--- src/rtl/beta_hazard_ctl.sv ---
// rtl/beta_hazard_ctl.sv - Beta pipeline hazard, bypass, interrupt and halt controller
module beta_hazard_ctl (
    input  logic        clk,
    input  logic        reset,
    input  logic [4:0]  rf_ra1,
    input  logic [4:0]  rf_ra2,
    input  logic [1:0]  rf_pcsel,
    input  logic        rf_illop,
    input  logic        rf_halt,
    input  logic [6:0]  alu_baddr,
    input  logic [6:0]  mem_baddr,
    input  logic [6:0]  wb_baddr,
    input  logic        irq,
    output logic        if_stall,
    output logic        rf_stall,
    output logic [1:0]  rf_irsrc,
    output logic [1:0]  alu_irsrc,
    output logic [1:0]  pc_override,
    output logic [1:0]  byp1_sel,
    output logic [1:0]  byp2_sel,
    output logic        irq_ack,
    output logic        halted,
    output logic [15:0] stall_count
);

    typedef enum logic [1:0] {
        ST_RUN  = 2'd0,
        ST_MASK = 2'd1,
        ST_HALT = 2'd2
    } state_t;

    state_t state, state_next;
    logic   hazard;
    logic   take_irq;

    // Youngest producer wins; register 31 is hardwired zero and never bypassed.
    function automatic logic [1:0] byp_pick(input logic [4:0] ra, input logic [6:0] a,
                                            input logic [6:0] m, input logic [6:0] w);
        if (ra == 5'd31)         return 2'd0;
        else if (a[4:0] == ra)   return 2'd1;
        else if (m[4:0] == ra)   return 2'd2;
        else if (w[4:0] == ra)   return 2'd3;
        else                     return 2'd0;
    endfunction

    function automatic logic is_late(input logic [1:0] sel, input logic [6:0] a,
                                     input logic [6:0] m);
        return ((sel == 2'd1) && a[6]) || ((sel == 2'd2) && m[6]);
    endfunction

    assign byp1_sel = byp_pick(rf_ra1, alu_baddr, mem_baddr, wb_baddr);
    assign byp2_sel = byp_pick(rf_ra2, alu_baddr, mem_baddr, wb_baddr);
    assign hazard   = is_late(byp1_sel, alu_baddr, mem_baddr) ||
                      is_late(byp2_sel, alu_baddr, mem_baddr);

    always_ff @(posedge clk or posedge reset) begin
        if (reset) begin
            state <= ST_RUN;
        end else begin
            state <= state_next;
        end
    end

    always_comb begin
        state_next  = state;
        if_stall    = 1'b0;
        rf_stall    = 1'b0;
        rf_irsrc    = 2'd0;
        alu_irsrc   = 2'd0;
        pc_override = 2'd0;
        take_irq    = 1'b0;
        case (state)
            ST_HALT: begin
                if_stall  = 1'b1;
                rf_stall  = 1'b1;
                alu_irsrc = 2'd2;
            end
            default: begin
                if (state == ST_MASK && !irq) begin
                    state_next = ST_RUN;
                end
                // Hazard freezes everything else; pending events retry next cycle.
                if (hazard) begin
                    if_stall  = 1'b1;
                    rf_stall  = 1'b1;
                    alu_irsrc = 2'd2;
                end else if (rf_halt) begin
                    if_stall   = 1'b1;
                    rf_stall   = 1'b1;
                    alu_irsrc  = 2'd2;
                    state_next = ST_HALT;
                end else if (state == ST_RUN && irq) begin
                    take_irq    = 1'b1;
                    rf_irsrc    = 2'd1;
                    pc_override = 2'd2;
                    state_next  = ST_MASK;
                end else if (rf_illop) begin
                    rf_irsrc    = 2'd1;
                    pc_override = 2'd1;
                    alu_irsrc   = 2'd2;
                end else if (rf_pcsel != 2'd0) begin
                    rf_irsrc = 2'd2;
                end
            end
        endcase
    end

    assign irq_ack = take_irq && !reset;
    assign halted  = (state == ST_HALT);

    always_ff @(posedge clk or posedge reset) begin
        if (reset) begin
            stall_count <= 16'd0;
        end else if (hazard && state != ST_HALT && stall_count != 16'hFFFF) begin
            stall_count <= stall_count + 16'd1;
        end
    end

endmodule
--- config.mk ---
export PLATFORM = sky130hd
export DESIGN_NAME = beta_hazard_ctl
export DESIGN_NICKNAME = d
export VERILOG_FILES = /design/src/rtl/beta_hazard_ctl.sv
export SDC_FILE = /design/constraint.sdc
export NUM_CORES = 1
export LEC_CHECK = 0
export ABC_AREA = 1
export BUFFER_PORTS_ARGS = -buffer_cell sky130_fd_sc_hd__buf_2
export CORE_AREA = 4 4 68 70
export CTS_CLUSTER_SIZE = 40
export DETAILED_ROUTE_END_ITERATION = 16
export DIE_AREA = 0 0 72 74
export PLACE_DENSITY = 0.78
export SLEW_MARGIN = 20
export SYNTH_ARGS = -nofsm -noshare
export SYNTH_HDL_FRONTEND = slang
export SYNTH_SLANG_ARGS = --single-unit
--- constraint.sdc ---
create_clock -name clk -period 1.5 [get_ports clk]
set_input_delay 0.075 -clock clk [delete_from_list [all_inputs] [get_ports clk]]
set_output_delay 0.075 -clock clk [all_outputs]
set_load 0.01 [all_outputs]
After elaboration in Yosys (flattened, before gate mapping)
Cells that the tools add are included.
{"block": "totals", "ff_bits": 18, "input_bits": 38, "wordCells": 70}
{"block": "classes", "n_addsub": 1, "n_eq_ne": 16, "n_mux": 35, "n_reduce_logical": 16}
{"operator": "2-to-1 mux 2 bit", "count": 27}
{"operator": "== test 5 bit", "count": 6}
{"operator": "adder 16 x 1 -> 16 bit (second input constant)", "count": 1}
{"operator": "inequality test 16 bit (second input constant)", "count": 1}
{"operator": "== test 5 bit (second input constant)", "count": 2}
{"operator": "logical AND 1 bit", "count": 9}
{"operator": "2-to-1 mux 1 bit", "count": 8}
{"operator": "== test 2 x 1 -> 1 bit (second input constant)", "count": 3}
{"operator": "== test 2 bit (second input constant)", "count": 3}
{"operator": "logical OR 1 bit", "count": 3}
{"operator": "zero test 1 bit", "count": 2}
{"operator": "zero test 2 bit", "count": 1}
{"operator": "inequality test 2 bit (second input constant)", "count": 1}
{"operator": "nonzero test 2 bit", "count": 1}

Logic depth before layout (Yosys ltp)
Gate-level depths: netlist of the first run.
{"block": "depth", "ltp_word": 12, "ltp_mapped": 13}

Least setup slack after synthesis of the first run
Ideal clock, no wire load.
{"block": "synth_timing", "path_type": "register to register", "from": "register stall_count[0]", "to": "register stall_count[6]", "setup_ns": 0.117, "arrival_time_ns": 1.587, "setup_slack_ns": -0.204, "stages_incl_launch_ff": 8, "path_cell_list": "dfrtp_1 > ha_1 > nand2_1 > nor3b_2 > nand4_2 > buf_2 > nand4_1 > nand2_1"}
{"block": "synth_between", "elab_chain_cells": 2, "word_cells_on_any_way": 3}
{"item": "start: declaration", "line": "23", "text": "output logic [15:0] stall_count"}
{"item": "start signal: assignment", "line": "115", "text": "stall_count <= stall_count + 16'd1;"}
{"item": "parallel branches: the longest is 2 deep, another holds adder 16 x 1 -> 16 bit"}
Parallel ways; which one is timed is not known.
A chain may end at the register's enable or synchronous reset.

Final worst setup path of the first run
{"block": "layout_timing", "from": "register stall_count[1]", "to": "register stall_count[12]"}
The elaborated chain is that of the path after synthesis.

==> results of run 1 <==
## flip-flops by register name, summed over array words and instances (netlist names)
register and count:
stall_count 16, state 2
## cell type report
class	instances	share of cell area
tap	50	0.0230
sequential	18	0.166
timing repair buffer	102	0.258
clock buffer	4	0.0165
inverter	41	0.0584
multi-input combinational	215	0.478
## metal layers
layer	vias to the layer above	wire length, um	GRT usage
met5	-	0	0
met4	0	82	0.0438
met3	10	440	0.0338
met2	83	3200	0.348
met1	1035	2320	0.224
li1	1086	-	-
## through the flow
step	hold WS, ns	std cells
4_1_cts	0.137	420
3_5_place_dp	0.0758	410
5_1_grt	0.159	430
2_1_floorplan	0.0135	281
6_report	0.134	430
3_3_place_gp	0.0757	410
## layout by cell type (no fill, tap or decap), drive strengths merged
| cell | synthesis | layout |
|---|---|---|
| xor2 | 13 | 13 |
| xnor2 | 9 | 9 |
| nand3 | 24 | 25 |
| nand2 | 90 | 90 |
| dfrtp | 18 | 18 |
| nand4 | 18 | 19 |
| o21a | 1 | 1 |
| o21ai | 7 | 7 |
| dlygate4sd3 | 0 | 1 |
| nor3 | 10 | 10 |
| ha | 1 | 1 |
| inv | 39 | 40 |
| a21oi | 1 | 1 |
| conb | 1 | 1 |
| clkbuf | 1 | 5 |
| buf | 8 | 100 |
| clkinv | 2 | 1 |
| nor2 | 37 | 37 |
| nor3b | 1 | 1 |
## synth_stat cells (2+ instances only)
| cell type | n | area [um^2] |
|---|---|---|
| nor2_1 | 35 | 131 |
| nand3_2 | 2 | 20.0 |
| o21ai_0 | 5 | 25.0 |
| inv_2 | 5 | 18.8 |
| xnor2_1 | 9 | 78.8 |
| xor2_1 | 13 | 114 |
| buf_4 | 4 | 30.0 |
| inv_1 | 34 | 128 |
| nor3_1 | 8 | 40.0 |
| dfrtp_1 | 18 | 450 |
| clkinv_1 | 2 | 7.51 |
| buf_2 | 2 | 10.0 |
| nand2_1 | 86 | 323 |
| nor3_2 | 2 | 20.0 |
| buf_6 | 2 | 22.5 |
| nand4_1 | 17 | 106 |
| nand2_2 | 3 | 18.8 |
| nand3_1 | 22 | 110 |
## what timing repair did
| item | CTS | global route |
|---|---|---|
| endpoints found under the setup margin | 16 | 24 |
| buffers inserted | 5 | 8 |
| pin swaps | 6 | 36 |
| gates cloned | 0 | 2 |
| gates resized for setup | 11 | 69 |
| hold endpoints to repair | 8 | 0 |
| hold buffers | 1 | 0 |
## power groups by stage
stage	combinational [uW]	clock [uW]	sequential, uW
after CTS	250	367	485
after global placement	242	0	494
after global routing	341	389	485
final	311	370	485
after detailed placement	246	0	494
after floorplan	143	0	494
## worst max-delay path: cells and delay by family, from the launching register on
kind / cells / cell delay, ns
simple gates: 7 / 0.65
fa+ha+maj: 1 / 0.22
buf+inv: 2 / 0.28
flops: 1 / 0.40
## final timing paths
path	from	endpoint	depth (start not counted)
worst max register to register	stall_count[1]	stall_count[12]	10
worst max-delay path	stall_count[1]	stall_count[12]	10
min in group asynchronous	reset	stall_count[3]	3
worst min-delay path	rf_halt	state[1]	3
worst min register to register	stall_count[15]	stall_count[15]	2
max in group asynchronous	reset	stall_count[10]	4
## cell families after synthesis
kind of cell,Yosys count,share of synthesized area
adders and majority gates,1,0.00713
DFF,18,0.257
and+or+nand+nor,180,0.469
AOI/OAI and AO/OA,9,0.0292
buffers and inverters,50,0.126
other,1,0.00214
xor gates and xnor gates,22,0.110
==> key figures, run 1 <==
Floorplanning
  • Die Area: 5330 um^2
  • Die W: 72 um
  • Die extent in y: ~74 um
  • Initial Util: 0.442
  • Row count: 23
  • # IOs: 68
  • Core area: 3970 um^2

Power
  • Int Pwr: 811 uW
  • Net Sw Frac: 0.304
  • Max IR drop VDD: 0.520 mV
  • Leakage power: 0.00156 uW
  • Power density cells: 428 nW/um^2
  • Comb pwr share: 0.267
  • Total Power: 1170 uW
  • Psw: 355 uW
  • Share of power burned in registers: 0.416
  • Clock power frac: 0.318

CTS
  • Total CTS buffers: 3
  • CTS Sinks: 18
  • CTS tree: done
  • Clock root buffer: clkbuf_8
  • CTS max path bufs: 2
  • Worst-Skew Late Latency: 0.26 ns
  • Reg clk slew, reported paths: 0.08 ns
  • Htree depth: 1

Setup path
  • Crit path cell chain: ha_2 -> nand2_4 -> nor3b_4 -> buf_6 -> buf_6 -> nand3_4 -> nor2_4 -> nand3_1 -> nand2_1 -> nand2_1
  • CP max stage cell: dfrtp_1
  • Critical path type: register to register
  • CP required: 1.66 ns
  • CP startpoint kind: register
  • Slowest stage delay, CP: 0.40 ns
  • Reg2reg setup slack: -0.16 ns
  • Critical Path AT: 1.82 ns
  • Crit end category: register
  • Max FO, Critical Path: 4

Finish
  • Layout Nets: 420
  • Multi-input gate area: around 1300 um^2
  • Finished Core Util: 0.686
  • Area Overhead vs Synth: 55.2%
  • Reg area: 452 um^2
  • Fraction of layout cells with a size suffix above 1: 0.434
  • Final Instance Area: 2720 um^2
  • Fill count: about 310
  • N_diodes: 0

Timing
  • Min cycle time layout: 1.66 ns
  • Setup ws final: -0.162 ns
  • RSZ-0062 raised after global routing: true
  • Period utilisation layout: 1.11
  • Fmax: 602 MHz
  • Final Max Slew Viols: 0
  • Skew final: between 0.004 and 0.005 ns
  • TNS Setup: -2.07 ns
  • Final Hold Vio Count: 0
  • # setup viols final: 16

Placed design
  • # port buffers: 62
  • Placed cell area: 2280 um^2
  • Dpl hpwl: 3.77 mm
  • Post-place setup slack: -0.123 ns
  • GPL Wtd Cong: 0.933

Synthesis
  • Synth cell types: 30
  • Seq/Total Area, Yosys: 0.257
  • Top_reg_cell synth: dfrtp_1
  • Async SR Flop Fraction: 1.00
  • Gate Count Post-Synth: between 200 and 300
  • Mapped Nets: 320
  • Post-synthesis register bit count: 18
  • Syn avg cell area: 6.24 um^2
  • Yosys synthesis warning count: 0
  • EDFF count, synth: 0
  • Cell Area, Synth: 1750 um^2

Route
  • Pre-Repair DR Iteration Count: 4
  • Via count: 2214
  • Antenna viol nets, final: 0
  • First DRT Iteration DRCs: roughly 120
  • Total Wirelength: around 6 mm
  • Residual DRC: 0
  • Wire per inst: 14.1 um
  • Via/cell ratio: 5.15

GRT
  • Vias in the first global route: around 1900
  • Congestion Overflow GR: 0
  • Initial antenna violation count: 0
  • First-pass GRT wire length: 8.06 mm
  • Pin count of the biggest net entering global routing: 17
  • Gr usage total: 0.187

Hold path
  • Min-delay worst type: input port to register

Outcome
  • Outcome: finished, violations left
  • Violated checks: setup timing

Flow run
  • Max-Cap Viols: 0
Note: power is estimated with default switching activity, not from simulation.
==> inputs of run 2 (changes only) <==
Settings changed: CORE_AREA 4 4 68 70 to 4 4 78 62, DIE_AREA 0 0 72 74 to 0 0 82 66.
==> key figures, run 2 (synthesis gave the netlist of run 1 again) <==
Outcome
  • Outcome: finished, violations left
  • Violated checks: setup timing

Timing
  • Hold slack: 0.132 ns
  • RSZ-0062 raised after global routing: true
  • Skew final: 0.00249 ns
  • Fmax: 596 MHz
  • Period utilisation layout: 1.12
  • Setup ws final: -0.178 ns
  • # setup viols final: 16
  • Min cycle time layout: roughly 1.7 ns
  • Final Max Slew Viols: 0
  • Final Hold Vio Count: 0

Finish
  • Commonest non-fill, non-tap cell in the layout: nand2_1
  • Fraction of layout cells with a size suffix above 1: 0.407
  • N_diodes: 0
  • Top flop regs: stall_count x16, state x2
  • Commonest cells after routing, fill and taps aside: 79 x nand2_1, 49 x buf_2, 44 x buf_4
  • Final Instance Area: 2670 um^2
  • Reg with most FFs: stall_count
  • Layout Nets: about 420
  • Area Overhead vs Synth: 52.2%
  • Max reg flops: 16

Route
  • Pre-Repair DR Iteration Count: 4
  • Via count: around 2100
  • Antenna viol nets, final: 0
  • Residual DRC: 0
  • Wire per inst: around 12 um
  • Total Wirelength: about 5.4 mm
  • First DRT Iteration DRCs: 122
  • Via/cell ratio: 4.87

Power
  • Total Power: 1160 uW
  • Share of power burned in registers: 0.420
  • Max IR drop VDD: 0.395 mV
  • Power density cells: 433 nW/um^2
  • Psw: roughly 340 uW
  • Net Sw Frac: 0.296
  • Comb pwr share: 0.270
  • Int Pwr: between 800 and 900 uW
  • Clock power frac: 0.310
  • Leakage power: between 0.0015 and 0.002 uW

Setup path
  • CP startpoint kind: register
  • Crit end category: register
  • Max FO, Critical Path: 7
  • R2R depth: 8
  • CP required: 1.65 ns
  • Critical path type: register to register
  • Critical Path AT: 1.83 ns

Floorplanning
  • Die extent in y: roughly 66 um
  • Die W: 82 um
  • Die Area: 5410 um^2
  • # IOs: 68
  • Row count: 20
  • Core area: 4000 um^2
  • Initial Util: 0.438

CTS
  • CTS tree: done
  • Clock root buffer: clkbuf_8
  • Htree depth: 1
  • Worst-Skew Late Latency: 0.26 ns
  • CTS Sinks: 18
  • Total CTS buffers: 3
  • Reg clk slew, reported paths: 0.07 ns
  • CTS max path bufs: 2

Placed design
  • Placed cell area: 2350 um^2
  • Dpl hpwl: between 4 and 5 mm
  • GPL Wtd Cong: 0.900
  • # port buffers: 62

GRT
  • Vias in the first global route: 1843
  • Congestion Overflow GR: 0
  • Initial antenna violation count: 0
  • First-pass GRT wire length: 8.49 mm
  • Pin count of the biggest net entering global routing: 19
  • Gr usage total: 0.199

Hold path
  • Min-delay worst type: input port to register
  • Worst Hold Depth: 3

Flow run
  • Max-Cap Viols: 0
==> run 2: cell count changes in the layout (fill, tap and decap cells not counted), sizes merged <==
| cell | delta |
|---|---|
| buf | +4 |
| clkbuf | -1 |
| nand4 | -1 |
| nand3 | -1 |
==> run 2: final timing paths <==
| kind | start | end | slack, ns |
|---|---|---|---|
| setup / recovery | stall_count[0] | stall_count[7] | -0.18 |
| hold / removal | rf_halt | state[1] | 0.13 |
| setup reg to reg | stall_count[0] | stall_count[7] | -0.18 |
| hold reg to reg | stall_count[15] | stall_count[15] | 0.53 |
| max in group asynchronous | reset | stall_count[2] | 0.88 |
| min in group asynchronous | reset | state[1] | 0.40 |
==> run 2: critical path: stages, from the launching register on <==
cell and delay [ns]:
dfrtp_1 0.40, ha_2 0.22, nand2_2 0.08, nor3b_4 0.19
buf_6 0.15, nand4_4 0.18, buf_6 0.21, nand4_1 0.08
nand2_1 0.06
==> run 2: area by class of cell <==
cell class / instances / area (um^2)
fillers: 380 / 1330
multi-input cells: 213 / 1240
repair buffers: 105 / 709
flip-flops and latches: 18 / 452
inverters: 41 / 159
well taps: 55 / 68.8
clock buffers: 4 / 45.0
==> run 2: power by group through the flow <==
stage                     combinational (uW)  clock, uW  sequential, uW
after global routing                     341        382             485
after CTS                                269        369             485
after floorplan                          143          0             494
after global placement                   255          0             494
final                                    312        359             485
after detailed placement                 261          0             494
==> run 2: routing by layer <==
metal	vias to the layer above	track usage	wire length (um)
met3	6	0.0313	272
li1	1077	-	-
met4	0	0.0311	47
met2	61	0.322	2590
met1	980	0.283	2520
met5	-	0	0
==> run 2: metrics by stage <==
step / setup TNS (ns) / utilization / setup slack, ns / std cells
after CTS: -1.91 / 0.622 / -0.138 / 431
after global routing: -4.04 / 0.667 / -0.282 / 436
after global placement: -1.00 / 0.586 / -0.0799 / 423
final: -2.42 / 0.667 / -0.178 / 436
after floorplan: -1.21 / - / -0.0835 / 281
after detailed placement: -2.17 / 0.586 / -0.155 / 423
==> run 2: what timing repair did <==
action	4_1_cts	5_1_grt
setup buffers	3	5
setup endpoints to repair	19	24
pin swaps	18	23
endpoints found under the hold margin	18	0
gates resized for setup	17	43
hold buffers	1	0
==> inputs of run 3 (changes only) <==
Settings changed: CORE_AREA 4 4 78 62 to 2 2 70 55, DIE_AREA 0 0 82 66 to 0 0 72 57, MAX_ROUTING_LAYER set to met4, PLACE_DENSITY 0.78 to 0.87.
Clock period 1.5 ns to 2.1 ns, I/O delays scaled along.
==> key figures, run 3 (synthesis gave the netlist of run 1 again) <==
Outcome
  • Outcome: finished, final reports clean

Hold path
  • Min-delay worst type: input port to register
  • Worst Hold Depth: 3

CTS
  • Total CTS buffers: 3
  • Worst-Skew Late Latency: 0.26 ns
  • Setup Fix Bufs, Post-CTS: 0
  • Htree depth: 1
  • CTS Sinks: 18
  • Post_cts resized: 0
  • Clock root buffer: clkbuf_8
  • CTS tree: done
  • Post-CTS Hold Buffers: 1
  • CTS max path bufs: 2
  • Reg clk slew, reported paths: around 0.070 ns

Setup path
  • R2R depth: 7
  • Critical path type: register to register
  • Critical Path AT: 1.91 ns
  • CP required: 2.25 ns
  • Crit end category: register
  • CP startpoint kind: register
  • Max FO, Critical Path: 10

Route
  • Residual DRC: 0
  • Met1 wire length: 2.16 mm
  • Pre-Repair DR Iteration Count: 5
  • DR WL met3: 166 um
  • Antenna viol nets, final: 0
  • Via count: 1934
  • Wire per inst: 11.4 um
  • Met2 routed WL: 2.05 mm
  • Total Wirelength: 4.40 mm
  • Uppermost layer routed: met4
  • First DRT Iteration DRCs: 102
  • Via/cell ratio: about 5

Finish
  • Commonest cells after routing, fill and taps aside: 86 x nand2_1, 62 x buf_2, 35 x nor2_1
  • Fraction of layout cells with a size suffix above 1: 0.259
  • Commonest non-fill, non-tap cell in the layout: nand2_1
  • Max reg flops: 16
  • Layout Cells excl Fill: 386
  • N_diodes: 0
  • Reg with most FFs: stall_count
  • Area Overhead vs Synth: 22.8%
  • Layout Nets: 384
  • Top flop regs: stall_count x16, state x2

Timing
  • TNS Setup: 0 ns
  • Period utilisation layout: 0.839
  • Setup ws final: ~0.34 ns
  • # setup viols final: 0
  • Skew final: 0.00380 ns
  • Slew margin rel.: 0.541
  • Final Max Slew Viols: 0
  • Worst-Margin Slew: about 0.69 ns
  • RSZ-0062 raised after global routing: false
  • Final Hold Vio Count: 0
  • Fmax: between 500 and 600 MHz
  • Hold slack: ~0.16 ns
  • Min cycle time layout: 1.76 ns

GRT
  • Initial antenna violation count: 0
  • Pin count of the biggest net entering global routing: 27
  • First-pass GRT wire length: about 7.3 mm
  • Congestion Overflow GR: 0
  • Vias in the first global route: 1687
  • Gr usage total: 0.229

Power
  • Max IR drop VDD: 0.212 mV
  • Power density cells: between 300 and 400 nW/um^2
  • Total Power: about 810 uW
  • Leakage power: 0.00127 uW

Flow run
  • Max-Cap Viols: 0

Placed design
  • # port buffers: slightly above 60
  • Dpl hpwl: 3.48 mm
  • GPL Wtd Cong: around 0.94
  • Post-place setup slack: 0.337 ns
  • Placed cells: about 380

Floorplanning
  • Die Area: 4100 um^2
  • Initial Util: 0.502
  • Row count: 19
  • Die W: about 72 um
  • # IOs: 68
  • Core area: 3490 um^2
  • Die extent in y: 57 um
run 3: area by class of cell:
cell class / instances / area, um^2
inverters: 41 / 154
fillers: 325 / 1340
clock buffers: 4 / 55.1
repair buffers: 68 / 358
flip-flops and latches: 18 / 450
multi-input cells: 213 / 1080
well taps: 42 / 52.6
run 3: path summary, 6_finish.rpt:
check / start / endpoint / slack, ns
max: stall_count[0] / stall_count[4] / 0.34
min: rf_halt / state[1] / 0.16
max reg2reg: stall_count[0] / stall_count[4] / 0.34
min reg2reg: stall_count[15] / stall_count[15] / 0.51
max in group asynchronous: reset / stall_count[13] / 1.16
min in group asynchronous: reset / stall_count[4] / 0.50
run 3: where the power goes:
group          leakage [uW]  internal, uW  total [uW]  switching, uW
Combinational      0.000994          69.0         174            105
Sequential         0.000246           346         346              0
Clock             0.0000288           167         289            122
Total               0.00127           582         810            228
run 3: critical path: stages, from the launching register on:
cell	delay [ns]
dfrtp_1	0.41
ha_1	0.20
nand2_1	0.09
nor3b_2	0.26
nand4_2	0.28
buf_4	0.26
nand4_1	0.09
nand2_1	0.07
run 3: per-layer routing:
metal	GRT usage	up-vias
met2	0.349	35
met5	-	-
met3	0.0371	2
met4	0.0512	0
met1	0.321	892
li1	-	1005
run 3: through the flow:
step,utilization,area (um^2)
after floorplan,-,1750
after global placement,0.598,2090
after detailed placement,0.598,2090
after CTS,0.616,2150
after global routing,0.616,2150
final,0.616,2150
